`config.mk`:
```
export PLATFORM = sky130hd
export DESIGN_NAME = hockey_arena_flat
export DESIGN_NICKNAME = d
export VERILOG_FILES = /design/src/rtl/hockey_pkg.sv /design/src/rtl/hockey_arena_if.sv /design/src/rtl/hockey_puck_step.sv /design/src/rtl/hockey_arena.sv /design/src/flat_wrapper.sv
export SDC_FILE = /design/constraint.sdc
export NUM_CORES = 1
export LEC_CHECK = 0
export CAP_MARGIN = 20
export CORE_ASPECT_RATIO = 0.9
export CORE_MARGIN = 2
export CORE_UTILIZATION = 35
export DETAILED_ROUTE_END_ITERATION = 10
export SLEW_MARGIN = 20
export SYNTH_ARGS = -nofsm -noshare
export SYNTH_HDL_FRONTEND = slang
export SYNTH_HIERARCHICAL = 1
export SYNTH_SLANG_ARGS = --single-unit
```
`constraint.sdc`:
```
create_clock -name clk -period 3.88 [get_ports clk]
set_input_delay 1.164 -clock clk [delete_from_list [all_inputs] [get_ports clk]]
set_output_delay 1.164 -clock clk [all_outputs]
set_load 0.02 [all_outputs]
```
`src/rtl/hockey_pkg.sv`:
```
// Shared state and direction encodings for the DigiHockey arena core.
package hockey_pkg;

  typedef enum logic [3:0] {
    IDLE   = 4'd0,
    DISP   = 4'd1,
    HOLD_A = 4'd2,
    HOLD_B = 4'd3,
    SEND_A = 4'd4,
    SEND_B = 4'd5,
    RESP_A = 4'd6,
    RESP_B = 4'd7,
    GOAL_A = 4'd8,
    GOAL_B = 4'd9,
    OVER   = 4'd10
  } state_e;

  typedef enum logic [1:0] {
    DIR_STR = 2'd0,
    DIR_UP  = 2'd1,
    DIR_DN  = 2'd2
  } dir_e;

  // Raw code 3 from the player switches means straight.
  function automatic dir_e dir_decode(input logic [1:0] raw);
    case (raw)
      2'd1:    return DIR_UP;
      2'd2:    return DIR_DN;
      default: return DIR_STR;
    endcase
  endfunction

endpackage

```
`src/rtl/hockey_arena_if.sv`:
```
// Player inputs and display outputs of the arena, bundled for the top-level port.
interface hockey_arena_if #(
  parameter int CW = 3,
  parameter int SW = 2
);
  logic          BTNA;
  logic          BTNB;
  logic [1:0]    DIRA;
  logic [1:0]    DIRB;
  logic [CW-1:0] YA;
  logic [CW-1:0] YB;
  logic [CW-1:0] X_COORD;
  logic [CW-1:0] Y_COORD;
  logic [SW-1:0] SCORE_A;
  logic [SW-1:0] SCORE_B;
  logic [3:0]    STATE;
  logic          GAME_OVER;
  logic          WINNER;

  modport master (
    output BTNA, BTNB, DIRA, DIRB, YA, YB,
    input  X_COORD, Y_COORD, SCORE_A, SCORE_B, STATE, GAME_OVER, WINNER
  );

  modport slave (
    input  BTNA, BTNB, DIRA, DIRB, YA, YB,
    output X_COORD, Y_COORD, SCORE_A, SCORE_B, STATE, GAME_OVER, WINNER
  );
endinterface

```
`src/rtl/hockey_puck_step.sv`:
```
// One puck step: X moves one column along the heading, Y follows dir with wall bounce.
module hockey_puck_step
  import hockey_pkg::*;
#(
  parameter int CW    = 3,
  parameter int Y_MAX = 4
) (
  input  logic [CW-1:0] x_i,
  input  logic [CW-1:0] y_i,
  input  dir_e          dir_i,
  input  logic          heading_i,
  output logic [CW-1:0] x_o,
  output logic [CW-1:0] y_o,
  output dir_e          dir_o
);

  localparam logic [CW-1:0] YM = CW'(Y_MAX);

  always_comb begin
    x_o   = heading_i ? x_i + CW'(1) : x_i - CW'(1);
    y_o   = y_i;
    dir_o = dir_i;
    // A single-row board has no room to bounce, so diagonals travel straight.
    if (Y_MAX > 0) begin
      case (dir_i)
        DIR_UP: begin
          if (y_i == YM) begin
            dir_o = DIR_DN;
            y_o   = y_i - CW'(1);
          end else begin
            y_o   = y_i + CW'(1);
          end
        end
        DIR_DN: begin
          if (y_i == '0) begin
            dir_o = DIR_UP;
            y_o   = y_i + CW'(1);
          end else begin
            y_o   = y_i - CW'(1);
          end
        end
        default: ;
      endcase
    end
  end

endmodule

```
`src/rtl/hockey_arena.sv`:
```
// DigiHockey game core: serve/rally/goal/score FSM around a shared puck-step datapath.
module hockey_arena
  import hockey_pkg::*;
#(
  parameter int X_MAX     = 4,
  parameter int Y_MAX     = 4,
  parameter int CW        = 3,
  parameter int MOVE_DIV  = 1,
  parameter int DISP_CYC  = 2,
  parameter int WIN_SCORE = 3
) (
  input logic           clk,
  input logic           rst,
  hockey_arena_if.slave bus
);

  localparam int SW      = $clog2(WIN_SCORE + 1);
  localparam int CNT_MAX = (MOVE_DIV > DISP_CYC) ? MOVE_DIV : DISP_CYC;
  localparam int CNTW    = $clog2(CNT_MAX + 1);

  localparam logic [CW-1:0]   XM        = CW'(X_MAX);
  localparam logic [CW-1:0]   YM        = CW'(Y_MAX);
  localparam logic [CNTW-1:0] STEP_LAST = CNTW'(MOVE_DIV - 1);
  localparam logic [CNTW-1:0] DISP_LAST = CNTW'(DISP_CYC - 1);
  localparam logic [SW-1:0]   WIN       = SW'(WIN_SCORE);

  state_e          state_q, state_d;
  logic [CW-1:0]   x_q, x_d, y_q, y_d;
  dir_e            dir_q, dir_d;
  logic [CNTW-1:0] cnt_q, cnt_d;
  logic            srv_q, srv_d;
  logic [SW-1:0]   sa_q, sa_d, sb_q, sb_d;
  logic            win_q, win_d;
  logic            btna_q, btnb_q;

  logic            act_a, act_b;
  logic [CW-1:0]   step_x, step_y;
  dir_e            step_dir;
  logic [SW-1:0]   sa_inc, sb_inc;

  // A press only counts when its paddle row is on the board.
  assign act_a  = bus.BTNA & ~btna_q & (bus.YA <= YM);
  assign act_b  = bus.BTNB & ~btnb_q & (bus.YB <= YM);
  assign sa_inc = (sa_q == WIN) ? sa_q : sa_q + SW'(1);
  assign sb_inc = (sb_q == WIN) ? sb_q : sb_q + SW'(1);

  hockey_puck_step #(
    .CW    (CW),
    .Y_MAX (Y_MAX)
  ) u_step (
    .x_i       (x_q),
    .y_i       (y_q),
    .dir_i     (dir_q),
    .heading_i (state_q == SEND_A),
    .x_o       (step_x),
    .y_o       (step_y),
    .dir_o     (step_dir)
  );

  always_ff @(posedge clk) begin
    if (rst) begin
      state_q <= IDLE;
      x_q     <= '0;
      y_q     <= '0;
      dir_q   <= DIR_STR;
      cnt_q   <= '0;
      srv_q   <= 1'b0;
      sa_q    <= '0;
      sb_q    <= '0;
      win_q   <= 1'b0;
      btna_q  <= 1'b0;
      btnb_q  <= 1'b0;
    end else begin
      state_q <= state_d;
      x_q     <= x_d;
      y_q     <= y_d;
      dir_q   <= dir_d;
      cnt_q   <= cnt_d;
      srv_q   <= srv_d;
      sa_q    <= sa_d;
      sb_q    <= sb_d;
      win_q   <= win_d;
      btna_q  <= bus.BTNA;
      btnb_q  <= bus.BTNB;
    end
  end

  // One counter serves as display timer, step divider and hit window;
  // every state that uses it is entered with it cleared.
  always_comb begin
    state_d = state_q;
    x_d     = x_q;
    y_d     = y_q;
    dir_d   = dir_q;
    cnt_d   = cnt_q;
    srv_d   = srv_q;
    sa_d    = sa_q;
    sb_d    = sb_q;
    win_d   = win_q;
    case (state_q)
      IDLE: begin
        if (bus.BTNA & ~btna_q) begin
          srv_d   = 1'b0;
          state_d = DISP;
          cnt_d   = '0;
        end else if (bus.BTNB & ~btnb_q) begin
          srv_d   = 1'b1;
          state_d = DISP;
          cnt_d   = '0;
        end
      end
      DISP: begin
        if (cnt_q == DISP_LAST) begin
          state_d = srv_q ? HOLD_B : HOLD_A;
          cnt_d   = '0;
        end else begin
          cnt_d = cnt_q + CNTW'(1);
        end
      end
      HOLD_A: begin
        if (act_a) begin
          x_d     = '0;
          y_d     = bus.YA;
          dir_d   = dir_decode(bus.DIRA);
          state_d = SEND_A;
          cnt_d   = '0;
        end
      end
      HOLD_B: begin
        if (act_b) begin
          x_d     = XM;
          y_d     = bus.YB;
          dir_d   = dir_decode(bus.DIRB);
          state_d = SEND_B;
          cnt_d   = '0;
        end
      end
      SEND_A, SEND_B: begin
        if (cnt_q == STEP_LAST) begin
          cnt_d = '0;
          x_d   = step_x;
          y_d   = step_y;
          dir_d = step_dir;
          if (state_q == SEND_A && step_x == XM) begin
            state_d = RESP_B;
          end else if (state_q == SEND_B && step_x == '0) begin
            state_d = RESP_A;
          end
        end else begin
          cnt_d = cnt_q + CNTW'(1);
        end
      end
      RESP_A: begin
        if (act_a) begin
          if (bus.YA == y_q) begin
            dir_d   = dir_decode(bus.DIRA);
            state_d = SEND_A;
            cnt_d   = '0;
          end else begin
            state_d = GOAL_B;
          end
        end else if (cnt_q == STEP_LAST) begin
          state_d = GOAL_B;
        end else begin
          cnt_d = cnt_q + CNTW'(1);
        end
      end
      RESP_B: begin
        if (act_b) begin
          if (bus.YB == y_q) begin
            dir_d   = dir_decode(bus.DIRB);
            state_d = SEND_B;
            cnt_d   = '0;
          end else begin
            state_d = GOAL_A;
          end
        end else if (cnt_q == STEP_LAST) begin
          state_d = GOAL_A;
        end else begin
          cnt_d = cnt_q + CNTW'(1);
        end
      end
      GOAL_A: begin
        sa_d  = sa_inc;
        cnt_d = '0;
        if (sa_inc == WIN) begin
          state_d = OVER;
          win_d   = 1'b0;
        end else begin
          state_d = DISP;
          srv_d   = 1'b1;
        end
      end
      GOAL_B: begin
        sb_d  = sb_inc;
        cnt_d = '0;
        if (sb_inc == WIN) begin
          state_d = OVER;
          win_d   = 1'b1;
        end else begin
          state_d = DISP;
          srv_d   = 1'b0;
        end
      end
      OVER:    ;
      default: state_d = IDLE;
    endcase
  end

  assign bus.X_COORD   = x_q;
  assign bus.Y_COORD   = y_q;
  assign bus.SCORE_A   = sa_q;
  assign bus.SCORE_B   = sb_q;
  assign bus.STATE     = state_q;
  assign bus.GAME_OVER = (state_q == OVER);
  assign bus.WINNER    = win_q;

endmodule

```
`src/flat_wrapper.sv`:
```
// flat-port wrapper written by rule: the top's interface ports become plain ports
module hockey_arena_flat import hockey_pkg::*;
#(
  parameter int X_MAX     = 4,
  parameter int Y_MAX     = 4,
  parameter int CW        = 3,
  parameter int MOVE_DIV  = 1,
  parameter int DISP_CYC  = 2,
  parameter int WIN_SCORE = 3
)
  (clk, rst, bus_BTNA, bus_BTNB, bus_DIRA, bus_DIRB, bus_YA, bus_YB, bus_X_COORD, bus_Y_COORD, bus_SCORE_A, bus_SCORE_B, bus_STATE, bus_GAME_OVER, bus_WINNER);
  hockey_arena_if #(.CW(CW), .SW(2)) bus_i ();
  input logic clk;
  input logic rst;
  input wire logic [$bits(bus_i.BTNA)-1:0] bus_BTNA;
  input wire logic [$bits(bus_i.BTNB)-1:0] bus_BTNB;
  input wire logic [$bits(bus_i.DIRA)-1:0] bus_DIRA;
  input wire logic [$bits(bus_i.DIRB)-1:0] bus_DIRB;
  input wire logic [$bits(bus_i.YA)-1:0] bus_YA;
  input wire logic [$bits(bus_i.YB)-1:0] bus_YB;
  output wire logic [$bits(bus_i.X_COORD)-1:0] bus_X_COORD;
  output wire logic [$bits(bus_i.Y_COORD)-1:0] bus_Y_COORD;
  output wire logic [$bits(bus_i.SCORE_A)-1:0] bus_SCORE_A;
  output wire logic [$bits(bus_i.SCORE_B)-1:0] bus_SCORE_B;
  output wire logic [$bits(bus_i.STATE)-1:0] bus_STATE;
  output wire logic [$bits(bus_i.GAME_OVER)-1:0] bus_GAME_OVER;
  output wire logic [$bits(bus_i.WINNER)-1:0] bus_WINNER;
  assign bus_i.BTNA = bus_BTNA;
  assign bus_i.BTNB = bus_BTNB;
  assign bus_i.DIRA = bus_DIRA;
  assign bus_i.DIRB = bus_DIRB;
  assign bus_i.YA = bus_YA;
  assign bus_i.YB = bus_YB;
  assign bus_X_COORD = bus_i.X_COORD;
  assign bus_Y_COORD = bus_i.Y_COORD;
  assign bus_SCORE_A = bus_i.SCORE_A;
  assign bus_SCORE_B = bus_i.SCORE_B;
  assign bus_STATE = bus_i.STATE;
  assign bus_GAME_OVER = bus_i.GAME_OVER;
  assign bus_WINNER = bus_i.WINNER;
  hockey_arena #(.X_MAX(X_MAX), .Y_MAX(Y_MAX), .CW(CW), .MOVE_DIV(MOVE_DIV), .DISP_CYC(DISP_CYC), .WIN_SCORE(WIN_SCORE)) u_core (.clk(clk), .rst(rst), .bus(bus_i));
endmodule
```
==> results.sh, run 1 <==
export IMPL_syn_area_per_cell_um2=8.05
export IMPL_rsz0062_at_grt="no"
export IMPL_post_synth_num_cell_types=63
export IMPL_finalHoldViolations=0
export IMPL_power_mw=1.42
export IMPL_hpwl_um=3810
export IMPL_groute_usage_overall_pct=18.4
export IMPL_drive_above_1_share_pct=8.30
export IMPL_root_buffer="clkbuf_8"
export IMPL_drt_iter0_markers=164
export IMPL_syn_to_final_growth_pct=20.0
export IMPL_synth_ff_type="dfxtp_1"
export IMPL_start_util_pct=36.7
export IMPL_skew_ps=2.39
export IMPL_syn_inst=241
export IMPL_min_period_over_period_pct=79.0
export IMPL_end_kind="output pin"
export IMPL_fill_cells=528
export IMPL_die_area_um2=6150
export IMPL_synthesis_nets=264
export IMPL_synth_seq_area_share_pct=22.7
export IMPL_synth_most_common_cell="dfxtp_1"
export IMPL_hp_class="reg -> reg"
export IMPL_drv_slew=0
export IMPL_antenna_found_initial=0
export IMPL_yosysTopAreaCell="dfxtp_1"
export IMPL_p_int_uw=785
export IMPL_synth_area_top_cells="dfxtp_1 23%, ha_1 5.2%, a21oi_1 4.1%"
export IMPL_routed_wl_um=5400
export IMPL_nets=289
export IMPL_run_status="finished clean"
export IMPL_clkPwrFrac_pct=15.6
export IMPL_cp_data_required_time_ps=2720
export IMPL_cp_data_arrival_time_ps=1900
export IMPL_insertion_delay_ps=270
export IMPL_io_buffer_count=29
export IMPL_core_um2=5290
export IMPL_crit_fanout=22
export IMPL_cp_start_kind="flop"
export IMPL_finalCriticalPeriod_ps=3060
export IMPL_combPwrFrac_pct=60.7
export IMPL_peakVddDrop_uv=259
export IMPL_synth_edf_count=0
export IMPL_routabilityCongestion=0.888
export IMPL_yosys_top_cells_count="22 x dfxtp_1, 17 x inv_1, 16 x a21oi_1"
export IMPL_p_seq_share_pct=23.7
export IMPL_crit_path_cell_trace="buf_4 > and2b_1 > nand3b_1 > inv_1 > clkdlybuf4s50_1"
export IMPL_post_cts_resize_count=0
export IMPL_utilization_pct=44.0
export IMPL_cp_slowest_cell="clkdlybuf4s50_1"
export IMPL_chipHeight_um=74.6
export IMPL_p_switching_uw=638
export IMPL_synth_seq_cells=22
export IMPL_grt_pass1_wl_um=8890
export IMPL_routedWlPerCell_um=16.3
export IMPL_detail_route_antenna_nets=0
export IMPL_drc=0
export IMPL_diodes=0
export IMPL_std_cell_rows=25
export IMPL_swShare_pct=44.8
export IMPL_num_vias=1952
export IMPL_max_cap_viol_count=0
export IMPL_drt_vias_per_instance=5.88
export IMPL_postCtsSetupRepairBufs=0
export IMPL_leakage_nw=0.798
export IMPL_cts_reportedPaths_clkPinSlew_ps=80
export IMPL_crit_type="reg -> out"
export IMPL_first_pass_iters=5
export IMPL_worst_slew_pin_slew_ps=703
export IMPL_fmax_ghz=0.326
export IMPL_cts_buffer_depth=2
export IMPL_cts_tree="yes"
export IMPL_grt_pass1_vias=1803
export IMPL_slowest_delay_ps=600
export IMPL_powerDensity_nw_per_um2=612
export IMPL_setup_viol_count_final=0
export IMPL_io_pins=30
export IMPL_netlist_area_um2=1940
export IMPL_hold_buffers=0
export IMPL_relSlewSlack_pct=52.8
export IMPL_async_flop_share_pct=0
export IMPL_finalSetupTns_ps=0
export IMPL_die_w_um=82.5
export IMPL_grt_max_degree=24
export IMPL_crit_buf_inv=3
export IMPL_cts_buffers=3
export IMPL_grt_ovfl_total=0
export IMPL_numClockSinks=22
export IMPL_multi_input_area_um2=1340
export IMPL_yosys_warnings=6
export IMPL_synth_top_cell_area_share_pct=22.7
export IMPL_cp_top_family="buffers and inverters"
export IMPL_seqCellArea_um2=440
export IMPL_htree_num_levels=1
==> power groups by stage <==
stage | registers (mW) | logic (mW) | clock network, mW
finish | 0.337 | 0.864 | 0.222
global route | 0.346 | 0.943 | 0.232
CTS | 0.337 | 0.849 | 0.225
detailed placement | 0.342 | 0.845 | 0
global placement | 0.343 | 0.844 | 0
floorplan | 0.365 | 0.639 | 0
==> cell usage in the layout (no fill, tap or decap), types with 3 or more instances in the layout <==
master           synthesis  routed
a2111oi_0                4       4
xor2_1                   3       3
nand2_1                 12      12
a32oi_1                  3       3
xnor2_1                  8       8
nor2_1                  15      15
a21o_1                   4       4
clkdlybuf4s50_1          0      29
nand3_1                  4       4
o31ai_1                  3       3
a31oi_1                  3       3
mux2i_1                  6       6
nor3_1                   9       9
nor2b_1                 11      11
buf_4                    4       5
inv_1                   17      17
a22o_1                   4       4
nand4_1                  3       3
clkbuf_8                 0       3
ha_1                     8       8
dfxtp_1                 22      22
o211ai_1                 3       3
o21ai_1                  3       3
o21ai_0                 12      12
a21oi_1                 16      16
nand2b_1                 3       3
==> metal layers <==
layer / GRT usage, % / wire length (µm)
met5: 0 / 0
met1: 28.2 / 2780
met4: 4.07 / 70
met2: 26.9 / 2180
met3: 2.88 / 377
==> cells by family (layout without fill, tap and decap cells) <==
group / after synthesis / count (layout) / share of synthesized area [%]
XOR/XNOR: 11 / 11 / 4.97
AND/OR/NAND/NOR: 80 / 80 / 25.0
AO/OA/AOI/OAI: 80 / 80 / 28.9
flip-flops: 22 / 22 / 22.7
multiplexers: 7 / 7 / 3.87
buffers and inverters: 32 / 56 / 8.39
adder cells (fa/ha/maj): 9 / 9 / 6.19
==> stage by stage <==
stage / hold slack [ps] / cell area [µm²] / setup WS (ps) / instances
floorplan: 458 / 1940 / 794 / 241
detailed placement: 490 / 2260 / 698 / 328
global placement: 477 / 2260 / 728 / 328
CTS: 511 / 2330 / 806 / 332
finish: 512 / 2330 / 815 / 332
global route: 534 / 2330 / 702 / 332
==> flip-flops by register name (all words and copies together), names as in the netlist <==
signal	cells
u_core/btna_q	1
u_core/bus.SCORE_B	2
u_core/btnb_q	1
u_core/bus.STATE	4
u_core/cnt_q	2
u_core/bus.X_COORD	3
u_core/bus.SCORE_A	2
u_core/bus.WINNER	1
u_core/bus.Y_COORD	3
u_core/dir_q	2
u_core/srv_q	1
==> path summary, 6_finish.rpt <==
kind / from / to / slack (ps) / cells past startpoint
setup / recovery: u_core/bus.STATE[1] / bus_GAME_OVER / 820 / 5
hold / removal: u_core/srv_q / u_core/srv_q / 510 / 2
setup reg to reg: u_core/bus.STATE[3] / u_core/bus.STATE[1] / 850 / 10
hold reg to reg: u_core/srv_q / u_core/srv_q / 510 / 2
==> worst register-to-register path, stage by stage, from the launching register on <==
cell      delay (ps)
dfxtp_1          320
nor4b_1          490
inv_1            170
fa_1             410
xnor2_1          150
xnor2_1          250
xnor2_1          120
o31ai_2          180
o311ai_1         160
a211o_2          380
mux2_4           300
==> cell type report <==
| cell class | instances | area share [%] |
|---|---|---|
| Multi-Input combinational cell | 187 | 57.4 |
| Sequential cell | 22 | 18.9 |
| Timing Repair Buffer | 34 | 14.1 |
| Tap cell | 67 | 3.60 |
| Inverter | 18 | 2.90 |
| Clock buffer | 3 | 1.77 |
| Clock inverter | 1 | 1.29 |
No activity file was read; power rests on OpenSTA's default activity.
==> run 2: changes to the inputs <==
- clock period: 3.88 -> 2.95 ns (I/O delays scaled with it)
==> results.sh, run 2 (synthesis gave the netlist of run 1 again) <==
export IMPL_hpwl_um=3690
export IMPL_clkPwrFrac_pct=10.4
export IMPL_min_period_over_period_pct=95.4
export IMPL_chipHeight_um=74.6
export IMPL_end_kind="output pin"
export IMPL_grt_ovfl_total=0
export IMPL_htree_num_levels=1
export IMPL_max_cap_viol_count=0
export IMPL_nets=294
export IMPL_holdWs_ps=502
export IMPL_start_util_pct=36.7
export IMPL_crit_fanout=22
export IMPL_die_area_um2=6150
export IMPL_drt_vias_per_instance=5.77
export IMPL_die_w_um=82.5
export IMPL_relSlewSlack_pct=69.9
export IMPL_insertion_delay_ps=260
export IMPL_p_switching_uw=838
export IMPL_hp_class="reg -> reg"
export IMPL_first_pass_iters=5
export IMPL_largest_reg_flops=4
export IMPL_peakVddDrop_uv=301
export IMPL_rrSetupSlack_ps=220
export IMPL_core_um2=5290
export IMPL_crit_type="reg -> out"
export IMPL_grt_pass1_wl_um=8180
export IMPL_setup_viol_count_final=0
export IMPL_antenna_found_initial=0
export IMPL_p_int_uw=999
export IMPL_diodes=0
export IMPL_cp_data_arrival_time_ps=1930
export IMPL_routedWlPerCell_um=15.3
export IMPL_syn_to_final_growth_pct=21.7
export IMPL_drv_slew=0
export IMPL_drt_iter0_markers=188
export IMPL_r2r_end="u_core/bus.STATE[1]"
export IMPL_cts_tree="yes"
export IMPL_detail_route_antenna_nets=0
export IMPL_finalHoldViolations=0
export IMPL_final_common_cell="clkdlybuf4s50_1"
export IMPL_numClockSinks=22
export IMPL_leakage_nw=0.814
export IMPL_num_vias=1938
export IMPL_routabilityCongestion=0.847
export IMPL_cp_data_required_time_ps=2070
export IMPL_startpoint="u_core/bus.STATE[1]"
export IMPL_io_pins=30
export IMPL_p_seq_share_pct=23.5
export IMPL_grt_pass1_vias=1688
export IMPL_swShare_pct=45.6
export IMPL_power_mw=1.84
export IMPL_cts_reportedPaths_clkPinSlew_ps=80
export IMPL_final_cell_mix="29 x clkdlybuf4s50_1, 20 x dfxtp_1, 16 x inv_1, 16 x a21oi_1, 15 x nor2_1"
export IMPL_cts_buffers=3
export IMPL_groute_usage_overall_pct=17.1
export IMPL_rr_worst_depth=10
export IMPL_cts_buffer_depth=2
export IMPL_timing_rr_start="u_core/bus.STATE[1]"
export IMPL_cp_start_kind="flop"
export IMPL_min_path_cells=2
export IMPL_grt_max_degree=24
export IMPL_powerDensity_nw_per_um2=778
export IMPL_hp_start="u_core/srv_q"
export IMPL_combPwrFrac_pct=66.1
export IMPL_finalSetupTns_ps=0
export IMPL_fmax_ghz=0.355
export IMPL_root_buffer="clkbuf_8"
export IMPL_drive_above_1_share_pct=11.5
export IMPL_io_buffer_count=29
export IMPL_skew_ps=1.12
export IMPL_pre_cts_ws_ps=124
export IMPL_endpoint="bus_GAME_OVER"
export IMPL_hold_buffers=0
export IMPL_worst_slack_ps=135
export IMPL_routed_wl_um=5150
export IMPL_std_cell_rows=25
export IMPL_rsz0062_at_grt="no"
export IMPL_worst_slew_pin_slew_ps=451
export IMPL_run_status="finished clean"
export IMPL_drc=0
export IMPL_finalCriticalPeriod_ps=2820
export IMPL_utilization_pct=44.6
## run 2: cell count changes in the layout (fill, tap and decap cells not counted), sizes merged
cell	delta
bufinv	-1
buf	+5
## run 2: worst max-delay path: stages (launching register included)
cell and delay (ps):
dfxtp_2 360, buf_4 260, and2b_1 190, nand3b_1 170
inv_1 90, clkdlybuf4s50_1 590
## run 2: power groups by stage
stage	Sequential, mW	Combinational (mW)	Clock (mW)
2_1_floorplan	0.482	0.844	0
3_3_place_gp	0.435	1.18	0
3_5_place_dp	0.434	1.18	0
4_1_cts	0.427	1.18	0.197
5_1_grt	0.443	1.33	0.206
6_report	0.431	1.21	0.191
## run 2: timing repair
| action | CTS | global route |
|---|---|---|
| endpoints found under the setup margin | 0 | 4 |
| resized for setup | 0 | 4 |
| buffers inserted | 0 | 0 |
## run 2: per-stage QoR
| stage | area, µm² | instances |
|---|---|---|
| 5_1_grt | 2360 | 336 |
| 2_1_floorplan | 1950 | 241 |
| 3_5_place_dp | 2300 | 333 |
| 6_report | 2360 | 336 |
| 4_1_cts | 2340 | 336 |
| 3_3_place_gp | 2300 | 333 |
## run 2: cell type report
type	instances	area, µm²
Timing Repair Buffer	39	365
Multi-Input combinational cell	187	1360
Sequential cell	22	443
Inverter	18	67.6
Clock buffer	3	41.3
Tap cell	67	83.8
Fill cell	528	2930
## run 2: per-layer routing
| layer | wire, µm | global-route usage [%] | vias to the layer above |
|---|---|---|---|
| met5 | 0 | 0 | - |
| met4 | 30 | 3.89 | 0 |
| met3 | 376 | 3.12 | 4 |
| met2 | 2200 | 24.8 | 71 |
| met1 | 2540 | 26.2 | 903 |
| li1 | - | - | 960 |
## run 2: worst min path at each step
stage	end	slack [ps]
after global placement	u_core/srv_q	470
after detailed placement	u_core/srv_q	480
after CTS	u_core/srv_q	500
after global routing	u_core/srv_q	540
after floorplan	u_core/srv_q	460
final	u_core/srv_q	500
